**src/rtl/uart_msg_arbiter_if.sv**
```systemverilog
// Bundle between the response-message FIFOs, the host UART TX port and
// the round-robin message arbiter that shares that UART.
interface uart_msg_arbiter_if #(
    parameter int NUM_SRC   = 2,
    parameter int MSG_BYTES = 5
);
    localparam int W = 8 * MSG_BYTES;

    logic [NUM_SRC*W-1:0] src_data;
    logic [NUM_SRC-1:0]   src_ready;
    logic [NUM_SRC-1:0]   src_ack;
    logic [7:0]           tx_byte;
    logic                 tx_req;
    logic                 tx_busy;
    logic [NUM_SRC-1:0]   grant;
    logic                 active;
    logic [15:0]          sent_count;

    modport master (
        input  src_data, src_ready, tx_busy,
        output src_ack, tx_byte, tx_req, grant, active, sent_count
    );

    modport slave (
        output src_data, src_ready, tx_busy,
        input  src_ack, tx_byte, tx_req, grant, active, sent_count
    );
endinterface

```
**src/rtl/uart_msg_arbiter.sv**
```systemverilog
// Round-robin arbiter serializing 40-bit response messages onto the host UART.
// Optional XOR checksum trailer byte: define UARTARB_CHECKSUM_EN.
module uart_msg_arbiter #(
    parameter int NUM_SRC   = 2,
    parameter int MSG_BYTES = 5
) (
    input  logic                clk,
    input  logic                reset,
    uart_msg_arbiter_if.master  bus
);
    localparam int W  = 8 * MSG_BYTES;
    localparam int LW = (NUM_SRC > 1) ? $clog2(NUM_SRC) : 1;
    localparam int CW = $clog2(MSG_BYTES + 1);

`ifdef UARTARB_CHECKSUM_EN
    typedef enum logic [1:0] {IDLE, SEND, TAIL, DRAIN} state_t;
`else
    typedef enum logic [1:0] {IDLE, SEND, DRAIN} state_t;
`endif

    state_t               state_q, state_d;
    logic [LW-1:0]        last_q, last_d;
    logic [W-1:0]         shift_q, shift_d;
    logic [CW-1:0]        cnt_q, cnt_d;
    logic [NUM_SRC-1:0]   grant_q, grant_d;
    logic [NUM_SRC-1:0]   ack_q, ack_d;
    logic [7:0]           byte_q, byte_d;
    logic                 req_q, req_d;
    logic [15:0]          sent_q, sent_d;
`ifdef UARTARB_CHECKSUM_EN
    logic [7:0]           chk_q, chk_d;
`endif

    logic                 win_found;
    logic [LW-1:0]        win_idx;
    logic [LW:0]          cand;
    logic                 uart_free;

    // The UART may raise tx_busy only one cycle after a request, so a
    // pending request also blocks the next byte.
    assign uart_free = !bus.tx_busy && !req_q;

    always_comb begin
        win_found = 1'b0;
        win_idx   = '0;
        cand      = '0;
        for (int k = 1; k <= NUM_SRC; k++) begin
            cand = {1'b0, last_q} + (LW+1)'(k);
            if (cand >= (LW+1)'(NUM_SRC))
                cand = cand - (LW+1)'(NUM_SRC);
            if (!win_found && bus.src_ready[cand[LW-1:0]]) begin
                win_found = 1'b1;
                win_idx   = cand[LW-1:0];
            end
        end
    end

    always_comb begin
        state_d = state_q;
        last_d  = last_q;
        shift_d = shift_q;
        cnt_d   = cnt_q;
        grant_d = grant_q;
        ack_d   = '0;
        byte_d  = byte_q;
        req_d   = 1'b0;
        sent_d  = sent_q;
`ifdef UARTARB_CHECKSUM_EN
        chk_d   = chk_q;
`endif
        unique case (state_q)
            IDLE: begin
                if (win_found) begin
                    shift_d          = bus.src_data[int'(win_idx)*W +: W];
                    grant_d          = '0;
                    grant_d[win_idx] = 1'b1;
                    ack_d[win_idx]   = 1'b1;
                    last_d           = win_idx;
                    cnt_d            = '0;
`ifdef UARTARB_CHECKSUM_EN
                    chk_d            = '0;
`endif
                    state_d          = SEND;
                end
            end
            SEND: begin
                if (uart_free) begin
                    byte_d  = shift_q[7:0];
                    req_d   = 1'b1;
                    shift_d = shift_q >> 8;
                    cnt_d   = cnt_q + 1'b1;
`ifdef UARTARB_CHECKSUM_EN
                    chk_d   = chk_q ^ shift_q[7:0];
                    if (cnt_q == CW'(MSG_BYTES - 1))
                        state_d = TAIL;
`else
                    if (cnt_q == CW'(MSG_BYTES - 1))
                        state_d = DRAIN;
`endif
                end
            end
`ifdef UARTARB_CHECKSUM_EN
            TAIL: begin
                if (uart_free) begin
                    byte_d  = chk_q;
                    req_d   = 1'b1;
                    state_d = DRAIN;
                end
            end
`endif
            DRAIN: begin
                if (uart_free) begin
                    sent_d  = sent_q + 16'd1;
                    grant_d = '0;
                    state_d = IDLE;
                end
            end
            default: state_d = IDLE;
        endcase
    end

    always_ff @(posedge clk) begin
        if (reset) begin
            state_q <= IDLE;
            last_q  <= LW'(NUM_SRC - 1);
            shift_q <= '0;
            cnt_q   <= '0;
            grant_q <= '0;
            ack_q   <= '0;
            byte_q  <= '0;
            req_q   <= 1'b0;
            sent_q  <= '0;
`ifdef UARTARB_CHECKSUM_EN
            chk_q   <= '0;
`endif
        end else begin
            state_q <= state_d;
            last_q  <= last_d;
            shift_q <= shift_d;
            cnt_q   <= cnt_d;
            grant_q <= grant_d;
            ack_q   <= ack_d;
            byte_q  <= byte_d;
            req_q   <= req_d;
            sent_q  <= sent_d;
`ifdef UARTARB_CHECKSUM_EN
            chk_q   <= chk_d;
`endif
        end
    end

    assign bus.src_ack    = ack_q;
    assign bus.tx_byte    = byte_q;
    assign bus.tx_req     = req_q;
    assign bus.grant      = grant_q;
    assign bus.active     = (state_q != IDLE);
    assign bus.sent_count = sent_q;
endmodule

```
**src/flat_wrapper.sv**
```systemverilog
// flat-port wrapper written by rule: the top's interface ports become plain ports
module uart_msg_arbiter_flat 
#(
    parameter int NUM_SRC   = 2,
    parameter int MSG_BYTES = 5
)
  (clk, reset, bus_src_data, bus_src_ready, bus_tx_busy, bus_src_ack, bus_tx_byte, bus_tx_req, bus_grant, bus_active, bus_sent_count);
  uart_msg_arbiter_if #(.NUM_SRC(NUM_SRC), .MSG_BYTES(MSG_BYTES)) bus_i ();
  input  logic clk;
  input  logic reset;
  input wire logic [$bits(bus_i.src_data)-1:0] bus_src_data;
  input wire logic [$bits(bus_i.src_ready)-1:0] bus_src_ready;
  input wire logic [$bits(bus_i.tx_busy)-1:0] bus_tx_busy;
  output wire logic [$bits(bus_i.src_ack)-1:0] bus_src_ack;
  output wire logic [$bits(bus_i.tx_byte)-1:0] bus_tx_byte;
  output wire logic [$bits(bus_i.tx_req)-1:0] bus_tx_req;
  output wire logic [$bits(bus_i.grant)-1:0] bus_grant;
  output wire logic [$bits(bus_i.active)-1:0] bus_active;
  output wire logic [$bits(bus_i.sent_count)-1:0] bus_sent_count;
  assign bus_i.src_data = bus_src_data;
  assign bus_i.src_ready = bus_src_ready;
  assign bus_i.tx_busy = bus_tx_busy;
  assign bus_src_ack = bus_i.src_ack;
  assign bus_tx_byte = bus_i.tx_byte;
  assign bus_tx_req = bus_i.tx_req;
  assign bus_grant = bus_i.grant;
  assign bus_active = bus_i.active;
  assign bus_sent_count = bus_i.sent_count;
  uart_msg_arbiter #(.NUM_SRC(NUM_SRC), .MSG_BYTES(MSG_BYTES)) u_core (.clk(clk), .reset(reset), .bus(bus_i));
endmodule
```
**config.mk**
```make
export PLATFORM = sky130hd
export DESIGN_NAME = uart_msg_arbiter_flat
export DESIGN_NICKNAME = d
export VERILOG_FILES = /design/src/rtl/uart_msg_arbiter_if.sv /design/src/rtl/uart_msg_arbiter.sv /design/src/flat_wrapper.sv
export SDC_FILE = /design/constraint.sdc
export NUM_CORES = 1
export LEC_CHECK = 0
export CORE_UTILIZATION = 45
export CTS_CLUSTER_DIAMETER = 100
export DETAILED_ROUTE_END_ITERATION = 7
export PLACE_DENSITY = 0.88
export SETUP_SLACK_MARGIN = 0.02
export SLEW_MARGIN = 20
export SYNTH_ARGS = -nofsm -noshare
export SYNTH_HDL_FRONTEND = slang
export SYNTH_SLANG_ARGS = --single-unit
export TNS_END_PERCENT = 1
```
**constraint.sdc**
```tcl
create_clock -name clk -period 2.7 [get_ports clk]
set_input_delay 0.27 -clock clk [delete_from_list [all_inputs] [get_ports clk]]
set_output_delay 0.27 -clock clk [all_outputs]
set_load 0.01 [all_outputs]
```
==> flow_summary_export.csv, run 1 <==
group,metric,value,unit
finish,multiInputGateArea,0.00173,sq mm
clocking,tritoncts_clock_tree,"yes",
synthesis,synthesis.instances,414,
sta,finalSetupViolCount,0,
clocking,ctsLongestPathBuffers,2,
sta,grt_setup_unrepaired,"false",
sta,period_minus_slack,2.17,ns
detailed_routing,dr_wl_met2,4350,um
floorplanning,chip_width,88.0,um
sta,layout_worst_path_cycle_share,80.4,%
floorplanning,rows,30,
sta,worst-slew-pin-transition,0.967,ns
power,vdd_ir_drop_max,0.251,mV
hold_path,worst_hold_start,"u_core.bus.tx_byte[3]$_SDFFE_PP0P_",
place,port_buffers,114,
floorplanning,boundaryPins,115,
global_routing,first_global_vias,3138,
run_status,status,"finished clean",
global_routing,gr-total-overflow,0,
detailed_routing,route.layer.met1.wl,3550,um
place,dp_hpwl,6420,um
floorplanning,core,0.00698,sq mm
critical_path,rr_startpoint,"u_core.state_q[0]$_SDFFE_PP0P_",
clocking,cts.root.buffer_cell,"sky130_fd_sc_hd__clkbuf_8",
sta,clock-skew-final,0.00763,ns
power,p_total,2.47,mW
finish,drive_above_1_share,6.64,%
detailed_routing,top_signal_layer_used,"met4",
sta,report.final.hold_viol_count,0,
synthesis,yosysTopAreaCellShare,45.1,%
synthesis,post_synth.cell_area_avg,8.04,sq um
global_routing,grt_util_all_layers,23.4,%
place,finalWeightedCongestion,0.848,
hold_path,hold_path_class,"reg2reg",
finish,final_nets,611,
floorplanning,initial_utilization,47.7,%
finish,diodes_inserted,0,
synthesis,synth.yosys.seq_area_share,45.1,%
synthesis,yosysWarningCount,0,
synthesis,ys_ff_latch,75,
synthesis,synth-main-ff-cell,"sky130_fd_sc_hd__dfxtp_1",
finish,fill_cell_total_of_the_finished_layout,556,
detailed_routing,wl_per_cell,13.7,um
critical_path,worst_setup_startpoint,"u_core.state_q[0]$_SDFFE_PP0P_",
synthesis,synth_fp_nets,502,
clocking,clock_latency,0.34,ns
power,power.density_cell_area,516,mW/mm^2
detailed_routing,drt_first_iter_violations,132,
sta,timing.fmax,0.461,GHz
global_routing,grt_max_degree,40,
synthesis,synth.area.top_cells,"sky130_fd_sc_hd__dfxtp_1, sky130_fd_sc_hd__nand2_1, sky130_fd_sc_hd__a22o_1",
synthesis,post_synth_instance_area,0.00333,sq mm
detailed_routing,ant_nets,0,
detailed_routing,post-route-drc-count,0,
clocking,cts_max_level,3,
power,cellLeakagePower,1.83,nW
floorplanning,die_h,88.0,um
critical_path,setup.worst_path.end_class,"register",
finish,postLayoutCoreUtil,68.6,%
finish,sequential_cell_area,0.00150,sq mm
critical_path,timing_worst_setup_path_type,"reg2reg",
synthesis,synthTopCellsByCount,"sky130_fd_sc_hd__nand2_1, sky130_fd_sc_hd__dfxtp_1, sky130_fd_sc_hd__nor2_1",
critical_path,worst_ep_arrival_time,2.45,ns
global_routing,grt_pass1_wl,14100,um
finish,finalInstanceArea,0.00479,sq mm
detailed_routing,vias_per_cell,5.38,
detailed_routing,routed-wl-met3,492,um
synthesis,async_reset_ff_share,0,%
synthesis,yosysMostFrequentCell,"sky130_fd_sc_hd__nand2_1",
global_routing,grt_antenna_before_repair,0,
clocking,clock-sinks,75,
sta,tns,0,ns
clocking,cts_setup_buffers,0,
sta,final-max-slew-violation-count,0,
synthesis,synth_edf_count,0,
clocking,postCtsResizedCells,0,
floorplanning,die_area,0.00774,sq mm
place,placed_cell_area,0.00460,sq mm
finish,syn_to_final_growth,44.0,%
clocking,total_cts_buffers,9,
detailed_routing,first_pass_iters,4,
critical_path,setup.worst_path.start_class,"register",
critical_path,required,2.98,ns
synthesis,netlist.top_cell.by_area,"sky130_fd_sc_hd__dfxtp_1",
synthesis,ys_types,37,
flow_run,max_cap_violation_count,0,
detailed_routing,wl,8560,um
sta,normalized_max_slew_margin,35.2,%
detailed_routing,dr_total_vias,3349,
clocking,postCtsHoldBufs,0,
clocking,path_clk_slew,0.07,ns
critical_path,path_max_fanout,23,
[per-stage QoR]
step | setup WS, ns | instances | hold WS, ns
finish | 0.529 | 623 | 0.455
global route | 0.318 | 623 | 0.468
CTS | 0.532 | 623 | 0.458
detailed placement | 0.273 | 608 | 0.449
global placement | 0.343 | 608 | 0.442
floorplan | 0.725 | 414 | 0.390
[per-layer routing]
metal	GRT usage, %	vias up
li1	-	1678
met3	5.84	13
met1	27.6	1537
met5	0	-
met4	8.49	0
met2	40.9	121
[final timing paths]
path	to	cells after the start	slack [ns]
min	u_core.bus.tx_byte[3]$_SDFFE_PP0P_	2	0.45
max reg2reg	u_core.shift_q[21]$_SDFFE_PP0P_	6	0.53
max	u_core.shift_q[21]$_SDFFE_PP0P_	6	0.53
min reg2reg	u_core.bus.tx_byte[3]$_SDFFE_PP0P_	2	0.45
[state kept, by name (all words and copies together) (netlist names)]
| name | cells |
|---|---|
| u_core.bus.grant | 2 |
| u_core.bus.sent_count | 16 |
| u_core.bus.src_ack | 2 |
| u_core.bus.tx_byte | 8 |
| u_core.bus.tx_req | 1 |
| u_core.cnt_q | 3 |
| u_core.last_q | 1 |
| u_core.shift_q | 40 |
| u_core.state_q | 2 |
[report_power, final]
part / switching (mW) / total, mW / internal [mW] / leakage, nW
combinational: 0.186 / 0.418 / 0.232 / 1.12
clock: 0.369 / 0.841 / 0.472 / 0.0995
sequential: 0.0408 / 1.21 / 1.17 / 0.613
total: 0.595 / 2.47 / 1.88 / 1.83
[critical path, stage by stage (launching register included)]
cell and delay (ns):
sky130_fd_sc_hd__dfxtp_1 0.48, sky130_fd_sc_hd__nor2_1 0.12, sky130_fd_sc_hd__inv_1 0.11, sky130_fd_sc_hd__nor2_1 0.08, sky130_fd_sc_hd__nor3_2 0.73, sky130_fd_sc_hd__buf_4 0.40, sky130_fd_sc_hd__a22o_1 0.18
[kinds of logic after synthesis]
logic type,synth area share (%)
adders and majority gates,1.13
and+or+nand+nor,24.9
DFF,45.1
xor gates and xnor gates,3.16
AOI/OAI and AO/OA,21.1
buffers and inverters,3.54
muxes,1.02
[layout by cell type (no fill, tap or decap), types with 4 or more instances in the layout]
master,n
sky130_fd_sc_hd__nor3_1,6
sky130_fd_sc_hd__and2_1,5
sky130_fd_sc_hd__clkdlybuf4s50_1,114
sky130_fd_sc_hd__a221o_1,5
sky130_fd_sc_hd__xor2_1,5
sky130_fd_sc_hd__or3_1,4
sky130_fd_sc_hd__buf_4,9
sky130_fd_sc_hd__a21oi_1,18
sky130_fd_sc_hd__o21ai_0,5
sky130_fd_sc_hd__clkbuf_8,11
sky130_fd_sc_hd__nor2_1,53
sky130_fd_sc_hd__xnor2_1,7
sky130_fd_sc_hd__a31oi_1,32
sky130_fd_sc_hd__a22o_1,32
sky130_fd_sc_hd__nand2_1,95
sky130_fd_sc_hd__a22oi_1,4
sky130_fd_sc_hd__inv_1,5
sky130_fd_sc_hd__nand3_1,5
sky130_fd_sc_hd__dfxtp_1,75
[area by class of cell]
cell class              count  area share [%]
multi-input cells         308            36.1
well taps                  96            2.51
inverters                   5           0.392
clock inverters             2           0.731
flip-flops and latches     75            31.3
repair buffers            124            25.6
clock buffers              13            3.32
(Power assumes the default switching activity.)
==> run 2: changes to the inputs <==
==> constraint.sdc (replaced) <==
create_clock -name clk -period 2.3 [get_ports clk]
set_input_delay 0.23 -clock clk [delete_from_list [all_inputs] [get_ports clk]]
set_output_delay 0.23 -clock clk [all_outputs]
set_load 0.01 [all_outputs]
==> run 2 against run 1 <==
Net effect: fmax grew 1.4%; first-iteration DRC count grew 25%; via count is essentially flat; clock skew grew 0.0013 ns; combinational power grew 20%; hold slack gained 0.0048 ns; non-clock buffer count grew 10; power grew 22%.
==> flow_summary_export.csv, run 2 (synthesis results as in run 1) <==
group,metric,value,unit
critical_path,critPathMaxStageDelay,0.55,ns
power,pwr-share-comb,16.7,%
sta,clock-skew-final,0.00894,ns
power,seqPwrFrac,47.0,%
power,vdd_ir_drop_max,0.325,mV
clocking,cts_max_level,3,
floorplanning,initial_utilization,47.7,%
sta,hold_slack,0.459,ns
sta,worst-slew-pin-transition,0.565,ns
run_status,status,"finished clean",
sta,normalized_max_slew_margin,62.0,%
finish,fill_cell_total_of_the_finished_layout,556,
sta,finalWorstSetupSlack,0.160,ns
detailed_routing,drt_first_iter_violations,165,
critical_path,critPathSlowestCell,"sky130_fd_sc_hd__or4_1",
sta,finalSetupViolCount,0,
finish,drive_above_1_share,8.74,%
finish,final_cell_mix,"sky130_fd_sc_hd__clkdlybuf4s50_1, sky130_fd_sc_hd__nand2_1, sky130_fd_sc_hd__dfxtp_1",
global_routing,gr-total-overflow,0,
global_routing,first_global_vias,3188,
detailed_routing,vias_per_cell,5.28,
finish,final_common_cell,"sky130_fd_sc_hd__clkdlybuf4s50_1",
finish,sequential_cell_area,0.00150,sq mm
critical_path,worst_path_cell_chain,"or4b_1 -> buf_4 -> or4_1 -> o21ai_0 -> a21oi_1",
critical_path,required,2.52,ns
place,placed_cell_area,0.00466,sq mm
sta,layout_worst_path_cycle_share,93.1,%
critical_path,setup.worst_path.end_class,"register",
floorplanning,rows,30,
critical_path,path_max_fanout,10,
global_routing,grt_antenna_before_repair,0,
finish,final_nets,621,
clocking,total_cts_buffers,9,
flow_run,max_cap_violation_count,0,
floorplanning,chip_width,88.0,um
critical_path,setup.worst_path.start_class,"register",
hold_path,worst_hold_start,"u_core.bus.tx_byte[3]$_SDFFE_PP0P_",
sta,final-max-slew-violation-count,0,
clocking,postCtsHoldBufs,0,
clocking,cts.root.buffer_cell,"sky130_fd_sc_hd__clkbuf_8",
floorplanning,boundaryPins,115,
power,switching_share,24.9,%
power,cellLeakagePower,1.88,nW
critical_path,timing_worst_setup_path_type,"reg2reg",
finish,finalInstanceArea,0.00488,sq mm
floorplanning,core,0.00698,sq mm
detailed_routing,post-route-drc-count,0,
floorplanning,die_area,0.00774,sq mm
global_routing,grt_max_degree,32,
hold_path,hold_path_class,"reg2reg",
finish,syn_to_final_growth,46.6,%
detailed_routing,wl,8630,um
power,power.net_switching,753,uW
finish,postLayoutCoreUtil,69.9,%
critical_path,rr_startpoint,"u_core.state_q[1]$_SDFFE_PP0P_",
detailed_routing,ant_nets,0,
floorplanning,die_h,88.0,um
critical_path,r2r_setup_slack,0.16,ns
clocking,ctsLongestPathBuffers,2,
global_routing,grt_util_all_layers,23.3,%
critical_path,worst_ep_arrival_time,2.36,ns
critical_path,worst_setup_startpoint,"u_core.state_q[1]$_SDFFE_PP0P_",
clocking,postCtsResizedCells,0,
clocking,tritoncts_clock_tree,"yes",
clocking,clock_latency,0.35,ns
power,power.density_cell_area,619,mW/mm^2
sta,timing.fmax,0.467,GHz
place,place_ws,-0.0552,ns
detailed_routing,wl_per_cell,13.6,um
global_routing,grt_pass1_wl,14000,um
finish,max_flop_register,"u_core.shift_q",
detailed_routing,dr_total_vias,3348,
detailed_routing,first_pass_iters,4,
sta,grt_setup_unrepaired,"false",
place,port_buffers,114,
finish,diodes_inserted,0,
clocking,path_clk_slew,0.08,ns
sta,period_minus_slack,2.14,ns
finish,multiInputGateArea,0.00173,sq mm
power,clockPowerShare,36.3,%
power,p_int,2.27,mW
clocking,cts_setup_buffers,0,
sta,report.final.hold_viol_count,0,
clocking,clock-sinks,75,
place,finalWeightedCongestion,0.860,
place,dp_hpwl,6520,um
finish,largest_register_ff_count,40,
==> run 2: worst max-delay path, delay by kind of cell, from the launching register on <==
kind	cells	cell delay [ns]
AOI/OAI and AO/OA	2	0.29
DFF	1	0.47
and+or+nand+nor	2	1.06
buffers and inverters	1	0.20
==> run 2: layout make-up <==
cell class | count | area share (%)
well taps | 96 | 2.46
clock buffers | 10 | 2.62
inverters | 5 | 0.385
flip-flops and latches | 75 | 30.8
repair buffers | 134 | 26.5
clock inverters | 6 | 1.85
multi-input cells | 308 | 35.4
==> run 2: routing by layer <==
layer | part of all wire, % | global-route usage, % | vias to the layer above
li1 | - | - | 1690
met1 | 42 | 26.4 | 1510
met2 | 51 | 40.8 | 130
met3 | 5.5 | 4.62 | 18
met4 | 2.2 | 13.0 | 0
met5 | 0 | 0 | -
==> run 2: final timing paths <==
| check | to | cells past startpoint |
|---|---|---|
| min reg2reg | u_core.bus.tx_byte[3]$_SDFFE_PP0P_ | 2 |
| max | u_core.bus.sent_count[12]$_SDFFE_PP0P_ | 5 |
| max reg2reg | u_core.bus.sent_count[12]$_SDFFE_PP0P_ | 5 |
| min | u_core.bus.tx_byte[3]$_SDFFE_PP0P_ | 2 |
==> run 2: per-stage QoR <==
stage               power [mW]  TNS (ns)  cells
CTS                       3.03         0    634
detailed placement        1.95    -0.104    618
global route              3.15         0    634
finish                    3.02         0    634
global placement          1.94         0    618
floorplan                 1.70         0    414
==> run 2: power by group through the flow <==
stage	Clock (mW)	Combinational [mW]	Sequential, mW
after floorplan	0	0.255	1.44
after global placement	0	0.493	1.45
after detailed placement	0	0.503	1.45
after CTS	1.11	0.504	1.42
after global routing	1.17	0.552	1.43
final	1.10	0.503	1.42
